--- config.mk ---
export PLATFORM = sky130hd
export DESIGN_NAME = arb2_8bit_flat
export DESIGN_NICKNAME = d
export VERILOG_FILES = /design/src/rtl/arb2_8bit_if.sv /design/src/rtl/arb2_8bit.sv /design/src/flat_wrapper.sv
export SDC_FILE = /design/constraint.sdc
export NUM_CORES = 1
export LEC_CHECK = 0
export ABC_AREA = 1
export CORE_ASPECT_RATIO = 0.8
export CORE_UTILIZATION = 34
export CTS_CLUSTER_SIZE = 24
export DETAILED_ROUTE_END_ITERATION = 16
export GPL_TIMING_DRIVEN = 1
export PLACE_DENSITY_LB_ADDON = 0.2
export SYNTH_ARGS = -nofsm -noshare
export SYNTH_HDL_FRONTEND = slang
export SYNTH_SLANG_ARGS = --single-unit
--- constraint.sdc ---
create_clock -name Clk -period 1.8 [get_ports Clk]
set_input_delay 0.36 -clock Clk [delete_from_list [all_inputs] [get_ports Clk]]
set_output_delay 0.36 -clock Clk [all_outputs]
set_load 0.01 [all_outputs]
--- src/rtl/arb2_8bit_if.sv ---
// arb2_8bit_if: request/data/ack lines of the two producers plus the Y valid/ready output channel.
interface arb2_8bit_if;
  localparam int unsigned DW = 8;

  logic          Req0;
  logic [DW-1:0] D0;
  logic          Req1;
  logic [DW-1:0] D1;
  logic          Ack0;
  logic          Ack1;
  logic          S;
  logic [DW-1:0] Y;
  logic          Yvalid;
  logic          Yready;

  modport slave (
    input  Req0, D0, Req1, D1, Yready,
    output Ack0, Ack1, S, Y, Yvalid
  );

  modport master (
    output Req0, D0, Req1, D1, Yready,
    input  Ack0, Ack1, S, Y, Yvalid
  );
endinterface

--- src/rtl/arb2_8bit.sv ---
// arb2_8bit: two-requester byte arbiter with registered mux select and Y/Yvalid/Yready output.
// Define ARB_FIXED_PRIO_EN for fixed priority (requester 0 wins ties); default is round-robin.
module arb2_8bit (
  input  logic       Clk,
  input  logic       Reset,
  arb2_8bit_if.slave bus
);
  localparam int unsigned DW = 8;

  typedef enum logic {IDLE = 1'b0, FULL = 1'b1} state_t;

  state_t        state, state_n;
  logic [DW-1:0] y_q, y_n;
  logic          s_q, s_n;
  logic          ack0_q, ack0_n;
  logic          ack1_q, ack1_n;
  logic          cap, elig0, elig1, win1;
`ifndef ARB_FIXED_PRIO_EN
  logic          last_q, last_n;
`endif

  // State and output registers
  always_ff @(posedge Clk) begin
    if (Reset) begin
      state  <= IDLE;
      y_q    <= DW'(0);
      s_q    <= 1'b0;
      ack0_q <= 1'b0;
      ack1_q <= 1'b0;
`ifndef ARB_FIXED_PRIO_EN
      last_q <= 1'b1;
`endif
    end else begin
      state  <= state_n;
      y_q    <= y_n;
      s_q    <= s_n;
      ack0_q <= ack0_n;
      ack1_q <= ack1_n;
`ifndef ARB_FIXED_PRIO_EN
      last_q <= last_n;
`endif
    end
  end

  // Arbitration and next-state; a requester being acked this cycle cannot win again
  always_comb begin
    state_n = state;
    y_n     = y_q;
    s_n     = s_q;
    ack0_n  = 1'b0;
    ack1_n  = 1'b0;
`ifndef ARB_FIXED_PRIO_EN
    last_n  = last_q;
`endif
    cap   = (state == IDLE) || bus.Yready;
    elig0 = bus.Req0 && !ack0_q;
    elig1 = bus.Req1 && !ack1_q;
`ifdef ARB_FIXED_PRIO_EN
    win1  = elig1 && !elig0;
`else
    win1  = elig1 && (!elig0 || !last_q);
`endif
    if (cap) begin
      if (elig0 || elig1) begin
        state_n = FULL;
        y_n     = win1 ? bus.D1 : bus.D0;
        s_n     = win1;
        ack0_n  = !win1;
        ack1_n  = win1;
`ifndef ARB_FIXED_PRIO_EN
        last_n  = win1;
`endif
      end else begin
        state_n = IDLE;
      end
    end
  end

  assign bus.Y      = y_q;
  assign bus.S      = s_q;
  assign bus.Ack0   = ack0_q;
  assign bus.Ack1   = ack1_q;
  assign bus.Yvalid = (state == FULL);
endmodule

--- src/flat_wrapper.sv ---
// flat-port wrapper written by rule: the top's interface ports become plain ports
module arb2_8bit_flat 
  (Clk, Reset, bus_Req0, bus_D0, bus_Req1, bus_D1, bus_Yready, bus_Ack0, bus_Ack1, bus_S, bus_Y, bus_Yvalid);
  arb2_8bit_if bus_i ();
  input  logic Clk;
  input  logic Reset;
  input wire logic [$bits(bus_i.Req0)-1:0] bus_Req0;
  input wire logic [$bits(bus_i.D0)-1:0] bus_D0;
  input wire logic [$bits(bus_i.Req1)-1:0] bus_Req1;
  input wire logic [$bits(bus_i.D1)-1:0] bus_D1;
  input wire logic [$bits(bus_i.Yready)-1:0] bus_Yready;
  output wire logic [$bits(bus_i.Ack0)-1:0] bus_Ack0;
  output wire logic [$bits(bus_i.Ack1)-1:0] bus_Ack1;
  output wire logic [$bits(bus_i.S)-1:0] bus_S;
  output wire logic [$bits(bus_i.Y)-1:0] bus_Y;
  output wire logic [$bits(bus_i.Yvalid)-1:0] bus_Yvalid;
  assign bus_i.Req0 = bus_Req0;
  assign bus_i.D0 = bus_D0;
  assign bus_i.Req1 = bus_Req1;
  assign bus_i.D1 = bus_D1;
  assign bus_i.Yready = bus_Yready;
  assign bus_Ack0 = bus_i.Ack0;
  assign bus_Ack1 = bus_i.Ack1;
  assign bus_S = bus_i.S;
  assign bus_Y = bus_i.Y;
  assign bus_Yvalid = bus_i.Yvalid;
  arb2_8bit u_core (.Clk(Clk), .Reset(Reset), .bus(bus_i));
endmodule
# Yosys cells after proc, flatten, opt, wreduce, memory -nomap -nowiden
# Index checks and enable logic that the tools add are counted.
totals:
  in_bits: 21
  romBits: 0
  output_inout_bits: 12
  ramBits: 0
  latchBits: 0
  regBits: 13
  n_memories: 0
op_classes:
  add_sub_neg: 0
  n_eq_ne: 0
  div: 0
  multipliers: 0
  n_reduce_logical: 13
  bitwise: 3
  magnitude_cmp: 0
  n_shift: 0
  muxes: 2
ops:
  columns: ["cell", "count"]
  rows:
  - ["two-way mux 8 bit", 1]
  - ["zero test 1 bit", 5]
  - ["logical AND 1 bit", 3]
  - ["logical OR 1 bit", 3]
  - ["inverter 1 bit", 3]
  - ["OR reduction 3 bit", 1]
  - ["AND reduction 2 bit", 1]
  - ["two-way mux 1 bit", 1]

# Longest topological paths before layout
# Gate-level depths: netlist (run 1).
logic_depth:
  word_depth: 6
  depth_mapped: 8

# Worst setup path after synthesis (run 1)
# OpenSTA, ideal clock, no wires.
synth_path:
  kind: "register to register"
  startpoint: "reg u_core.state (netlist: u_core.bus.Yvalid)"
  endpoint: "reg u_core.y_q[0] (netlist: u_core.bus.Y[0])"
  synth_period_minus_slack_ps: 1027
  t_arrival_ps: 916
  path_stages_with_launch: 9
  path_slack_ps: 773
  required_time_ps: 1688
  path_buffers: 1
  cell_sequence: "dfxtp_1 > inv_1 > nor2_4 > inv_1 > nand2_2 > buf_6 > nand2_1 > nand2_1 > nor2_1"
synth_via:
  elab_chain_cells: 3
synth_rtl:
  columns: ["element", "line_no", "text"]
  rows:
  - ["from (decl)", "arb2_8bit.sv:12", "state_t state, state_n;"]
  - ["from (signal assigned)", "arb2_8bit.sv:34", "state <= state_n;"]
  - ["inverter 1 bit", "arb2_8bit.sv:55", "cap = (state == IDLE) || bus.Yready;"]
  - ["logical OR 1 bit", "arb2_8bit.sv:55", null]
  - ["AND reduction 2 bit (no source line)", null, null]
  - ["to (signal assigned)", "arb2_8bit.sv:35", "y_q <= y_n;"]
  - ["to (decl)", "arb2_8bit.sv:13", "logic [DW-1:0] y_q, y_n;"]
# Every way passes these cells.
# A chain may end at the register's enable or synchronous reset.

# Worst setup path after layout (run 1)
layout_path:
  startpoint: "reg u_core.y_q[2] (netlist: u_core.bus.Y[2])"
  endpoint: "out bus_Y[2]"
layout_rtl:
  columns: ["element", "line_no", "text"]
  rows:
  - ["to (decl)", "flat_wrapper.sv:15", "output wire logic [$bits(bus_i.Y)-1:0] bus_Y;"]
# No word-level cell between the ends.

==> impl_metrics.toml, run 1 <==
[run_status]
status = "completed"

[synth]
synth_top_area_cell = "dfxtp_1"
synth.ff_latch_count = 13
ys_types = 19
synth_ff_type = "dfxtp_1"
syn_avg_cell_area_um2 = 6.75
ys_seq_area_frac = 0.371
syn_nets = 125
ys_warn_count = 0
synthTopCellsByArea = "dfxtp_1 37%, nand2_1 16%, nor2_1 8.6%"
netlist_area_um2 = 702
synth_most_common_cell = "nand2_1"
ys_top_cells_by_count = "30 x nand2_1, 16 x nor2_1, 13 x dfxtp_1"
synth_cells = 104
synth_top_area_share = 0.371
synthArstFlopShare = 0
synth_edf_count = 0

[sta]
layout_min_cycle_time_ps = 1530
finalSetupViolations = 0
rsz0062_at_grt = "false"
worstMarginPinSlew_ps = 308
hold_viol = 0
period_share = 0.850
maxSlewViolCount = 0
fmax_ghz = 0.653
slew_headroom = 0.795
setup_tns_ps = 0
fin_skew_ps = 7.54

[detailed_routing]
vias = 707
drt_iter0_drc = 8
drc_errors = 0
vias_per_cell = 4.39
wl_um = 1540
antenna_left = 0
wl_per_cell_um = 9.57
drt_first_pass_iters = 2

[power]
ir_drop_uv = 402
p_leak_nw = 0.474
cellPowerDensity_nw_per_um2 = 734

[min_path]
hp-class = "flip-flop to flip-flop"
min-delay-start = "u_core.bus.S"

[cts]
clk_latency_ps = 280
htreeDepth = 1
clock_path_buffers = 2
cts_buffers = 3
clkTransAtPathRegs_ps = 80
numClockSinks = 13
cts_resized = 0
cts_setup_buffers = 0
cts_tree = "yes"
cts-root-buf = "clkbuf_4"
cts-hold-fix-buffers = 0

[placement]
gp_congestion = 0.816
dp_hpwl_um = 1180
dpl-instance-area_um2 = 1020
port_buffers = 32

[global_routing]
grt_pass1_wl_um = 2370
grt_max_degree = 18
grt_overflow = 0
antenna_found_initial = 0
grt.total_usage = 0.151
grt_pass1_vias = 581

[setup_path]
required_ps = 1440
cpPeakStageDelay_ps = 540
path_buf_inv = 1
end_kind = "output port"
rrSetupSlack_ps = 700
worst_setup_path_start_kind = "flip-flop"
crit_slowest_cell = "clkdlybuf4s50_1"
crit_arrival_ps = 1170
cp-startpoint = "u_core.bus.Y[2]"
cp.depth = 1
reg2reg_depth = 6
crit_end = "bus_Y[2]"
crit_chain = "clkdlybuf4s50_1"
crit_fanout = 2
path_class = "flip-flop to output port"
reg2reg_to = "u_core.bus.Y[4]"
r2r_start = "u_core.bus.Ack0"
cp_top_family = "buffers and inverters"

[final_layout]
antenna_cells = 0
regArea_um2 = 260
multi_input_area_um2 = 345
fin_area_um2 = 1040
nFillCells = 194
nets = 159
drive_above_1_share = 0.0803
area_delta_synth_final_pct = 48.8

[floorplanning]
die_h_um = 42.6
dieWidth_um = 52.8
io_pins = 33
row_count = 14
start_util = 0.368
core_um2 = 1910
die_area_um2 = 2250

[flow_run]
cap_violations = 0
## cells in the final DEF, fill, tap and decap left out
cell             netlist  final
nand2_1               30     30
a21oi_1                1      1
nand2_2                1      1
nor3_1                 2      2
nand2_4                1      1
nor2_1                16     16
nand3_1                9      9
inv_2                  2      2
a21oi_2                1      1
clkbuf_4               0      3
dfxtp_1               13     13
nand3_2                1      1
inv_1                 12     12
o21ai_0                1      1
clkdlybuf4s50_1        0     32
a21boi_0               4      4
nor2_4                 1      1
a21boi_1               4      4
inv_4                  1      1
clkbuf_1               0      1
clkinv_1               1      1
## flip-flops by register name, indices dropped and copies added, names as in the netlist
signal and count:
u_core.bus.Ack0 1, u_core.bus.Ack1 1, u_core.bus.S 1, u_core.bus.Y 8, u_core.bus.Yvalid 1, u_core.last_q 1
## cell type report
type,count,area share
multi-input combinational,72,0.331
timing repair buffer,32,0.307
sequential,13,0.249
inverter,16,0.0599
tap,24,0.0287
clock buffer,4,0.0251
## stage by stage
step	power, mW	instances	worst slack, ps	utilization	hold WS [ps]
4_1_cts	0.777	161	252	0.547	494
5_1_grt	0.824	161	207	0.547	517
6_report	0.767	161	269	0.547	489
3_5_place_dp	0.590	157	151	0.533	482
2_1_floorplan	0.482	104	773	-	429
3_3_place_gp	0.584	157	183	0.533	469
## kinds of logic (layout without fill, tap and decap cells)
group                  count (synthesis)  count (layout)  share of synthesized area
AOI/OAI and AO/OA                     11              11                      0.112
buffers and inverters                 19              52                      0.137
DFF                                   13              13                      0.371
and+or+nand+nor                       61              61                      0.380
## worst min-delay path by stage
stage	endpoint	cells past startpoint
2_1_floorplan	u_core.bus.S	1
3_3_place_gp	u_core.bus.S	2
3_5_place_dp	u_core.bus.S	2
4_1_cts	u_core.bus.S	2
5_1_grt	u_core.last_q	2
6_report	u_core.bus.S	2
## power by group
group | internal, mW | switching, mW | total [mW]
combinational | 0.129 | 0.119 | 0.248
sequential | 0.318 | 0.0153 | 0.333
clock | 0.0861 | 0.0993 | 0.185
total | 0.533 | 0.233 | 0.767
## per-layer routing
metal	global-route usage	vias up	part of all wire
li1	-	383	-
met1	0.171	299	0.46
met2	0.235	21	0.46
met3	0.0797	4	0.075
met4	0.0632	0	0.014
met5	0	-	0
Note: power is estimated with default switching activity, not from simulation.
==> run 2, diff against run 1 <==
==> constraint.sdc (replaced) <==
create_clock -name Clk -period 1.5 [get_ports Clk]
set_input_delay 0.3 -clock Clk [delete_from_list [all_inputs] [get_ports Clk]]
set_output_delay 0.3 -clock Clk [all_outputs]
set_load 0.01 [all_outputs]
==> run 2 against run 1 <==
Net effect: clock skew decreased by 4.4 ps; final cell count increased by 3.1%; clock-buffer cell count unchanged; sequential share of layout area decreased by 1.2 points; flip-flop and latch count unchanged; combinational power increased by 25%; critical path depth unchanged; register-to-register slack got worse by 340 ps; routed wire length increased by 6.4%; die area unchanged; first-iteration DRC count increased by 25%.
==> impl_metrics.toml, run 2 (same netlist as run 1, synthesis figures left out) <==
[sta]
setup_tns_ps = 0
fmax_ghz = 0.696
worstMarginPinSlew_ps = 353
fin_skew_ps = 3.14
setup_ws_ps = 62.9
rsz0062_at_grt = "false"
finalSetupViolations = 0
period_share = 0.958
hold_viol = 0
layout_min_cycle_time_ps = 1440
slew_headroom = 0.764
maxSlewViolCount = 0

[setup_path]
r2r_start = "u_core.bus.Ack0"
end_kind = "output port"
required_ps = 1200
crit_slowest_cell = "clkdlybuf4s50_1"
cp-startpoint = "u_core.bus.Y[4]"
crit_fanout = 2
cp.depth = 1
crit_chain = "clkdlybuf4s50_1"
worst_setup_path_start_kind = "flip-flop"
crit_arrival_ps = 1140
path_class = "flip-flop to output port"
path_buf_inv = 1
cpPeakStageDelay_ps = 530
cp_top_family = "buffers and inverters"
reg2reg_depth = 6

[cts]
htreeDepth = 1
clkTransAtPathRegs_ps = 80
numClockSinks = 13
cts_tree = "yes"
cts-root-buf = "clkbuf_4"
cts_buffers = 3
cts-hold-fix-buffers = 0
clock_path_buffers = 2
clk_latency_ps = 280
cts_resized = 0
cts_setup_buffers = 0

[final_layout]
layout_common_cells = "30 x nand2_1, 25 x clkdlybuf4s50_1, 16 x nor2_1"
layoutNonFillerInstCount = 166
layout_commonest_cell = "nand2_1"
drive_above_1_share = 0.113
fin_area_um2 = 1100
area_delta_synth_final_pct = 56.7
antenna_cells = 0
largest_reg_flops = 8
finalCoreUtilization = 0.576
nets = 164

[floorplanning]
die_h_um = 42.6
io_pins = 33
core_um2 = 1910
start_util = 0.368
row_count = 14
dieWidth_um = 52.8
die_area_um2 = 2250

[detailed_routing]
antenna_left = 0
drt_iter0_drc = 10
drc_errors = 0
wl_per_cell_um = 9.87
drt_first_pass_iters = 4
vias = 725
wl_um = 1640
vias_per_cell = 4.37

[placement]
dp_hpwl_um = 1230
dpl-instance-area_um2 = 1060
gp_congestion = 0.775
pre_cts_ws_ps = -71.6
dp_cells = 162
port_buffers = 32

[power]
cellPowerDensity_nw_per_um2 = 844
p_leak_nw = 0.601
seqPwrFrac = 0.430
power.switching_mw = 0.281
ir_drop_uv = 690
combPwrFrac = 0.335
swShare = 0.303
intPower_mw = 0.647
clkPwrFrac = 0.236

[global_routing]
grt_pass1_wl_um = 2610
antenna_found_initial = 0
grt_max_degree = 18
grt_overflow = 0
grt.total_usage = 0.166
grt_pass1_vias = 631

[flow_run]
cap_violations = 0

[min_path]
hp-class = "flip-flop to flip-flop"
whs_path_depth = 2
min-delay-start = "u_core.bus.S"

[run_status]
status = "completed"
==> run 2: through the flow <==
step | hold slack, ps | power [mW]
3_3_place_gp | 454 | 0.717
2_1_floorplan | 369 | 0.579
4_1_cts | 466 | 0.944
3_5_place_dp | 454 | 0.724
6_report | 461 | 0.928
5_1_grt | 495 | 1.00
==> run 2: cell type report <==
type	count	area, um^2
clock buffer	4	26.3
fill	195	810
inverter	16	62.6
multi-input combinational	72	345
sequential	13	260
tap	24	30.0
timing repair buffer	37	375
==> run 2: worst paths after layout <==
check	to	slack (ps)
max	bus_Y[4]	60
min	u_core.bus.S	460
max reg2reg	u_core.bus.Y[1]	360
min reg2reg	u_core.bus.S	460
==> run 2: power groups by stage <==
stage	combinational [mW]	clock, mW	sequential [mW]
2_1_floorplan	0.155	0	0.424
3_3_place_gp	0.311	0	0.407
3_5_place_dp	0.316	0	0.408
4_1_cts	0.317	0.227	0.400
5_1_grt	0.343	0.255	0.404
6_report	0.310	0.219	0.399
==> run 2: metal layers <==
metal / global-route usage / part of all wire
met1: 0.187 / 0.47
met2: 0.266 / 0.45
met3: 0.0797 / 0.067
met4: 0.0632 / 0.014
met5: 0 / 0
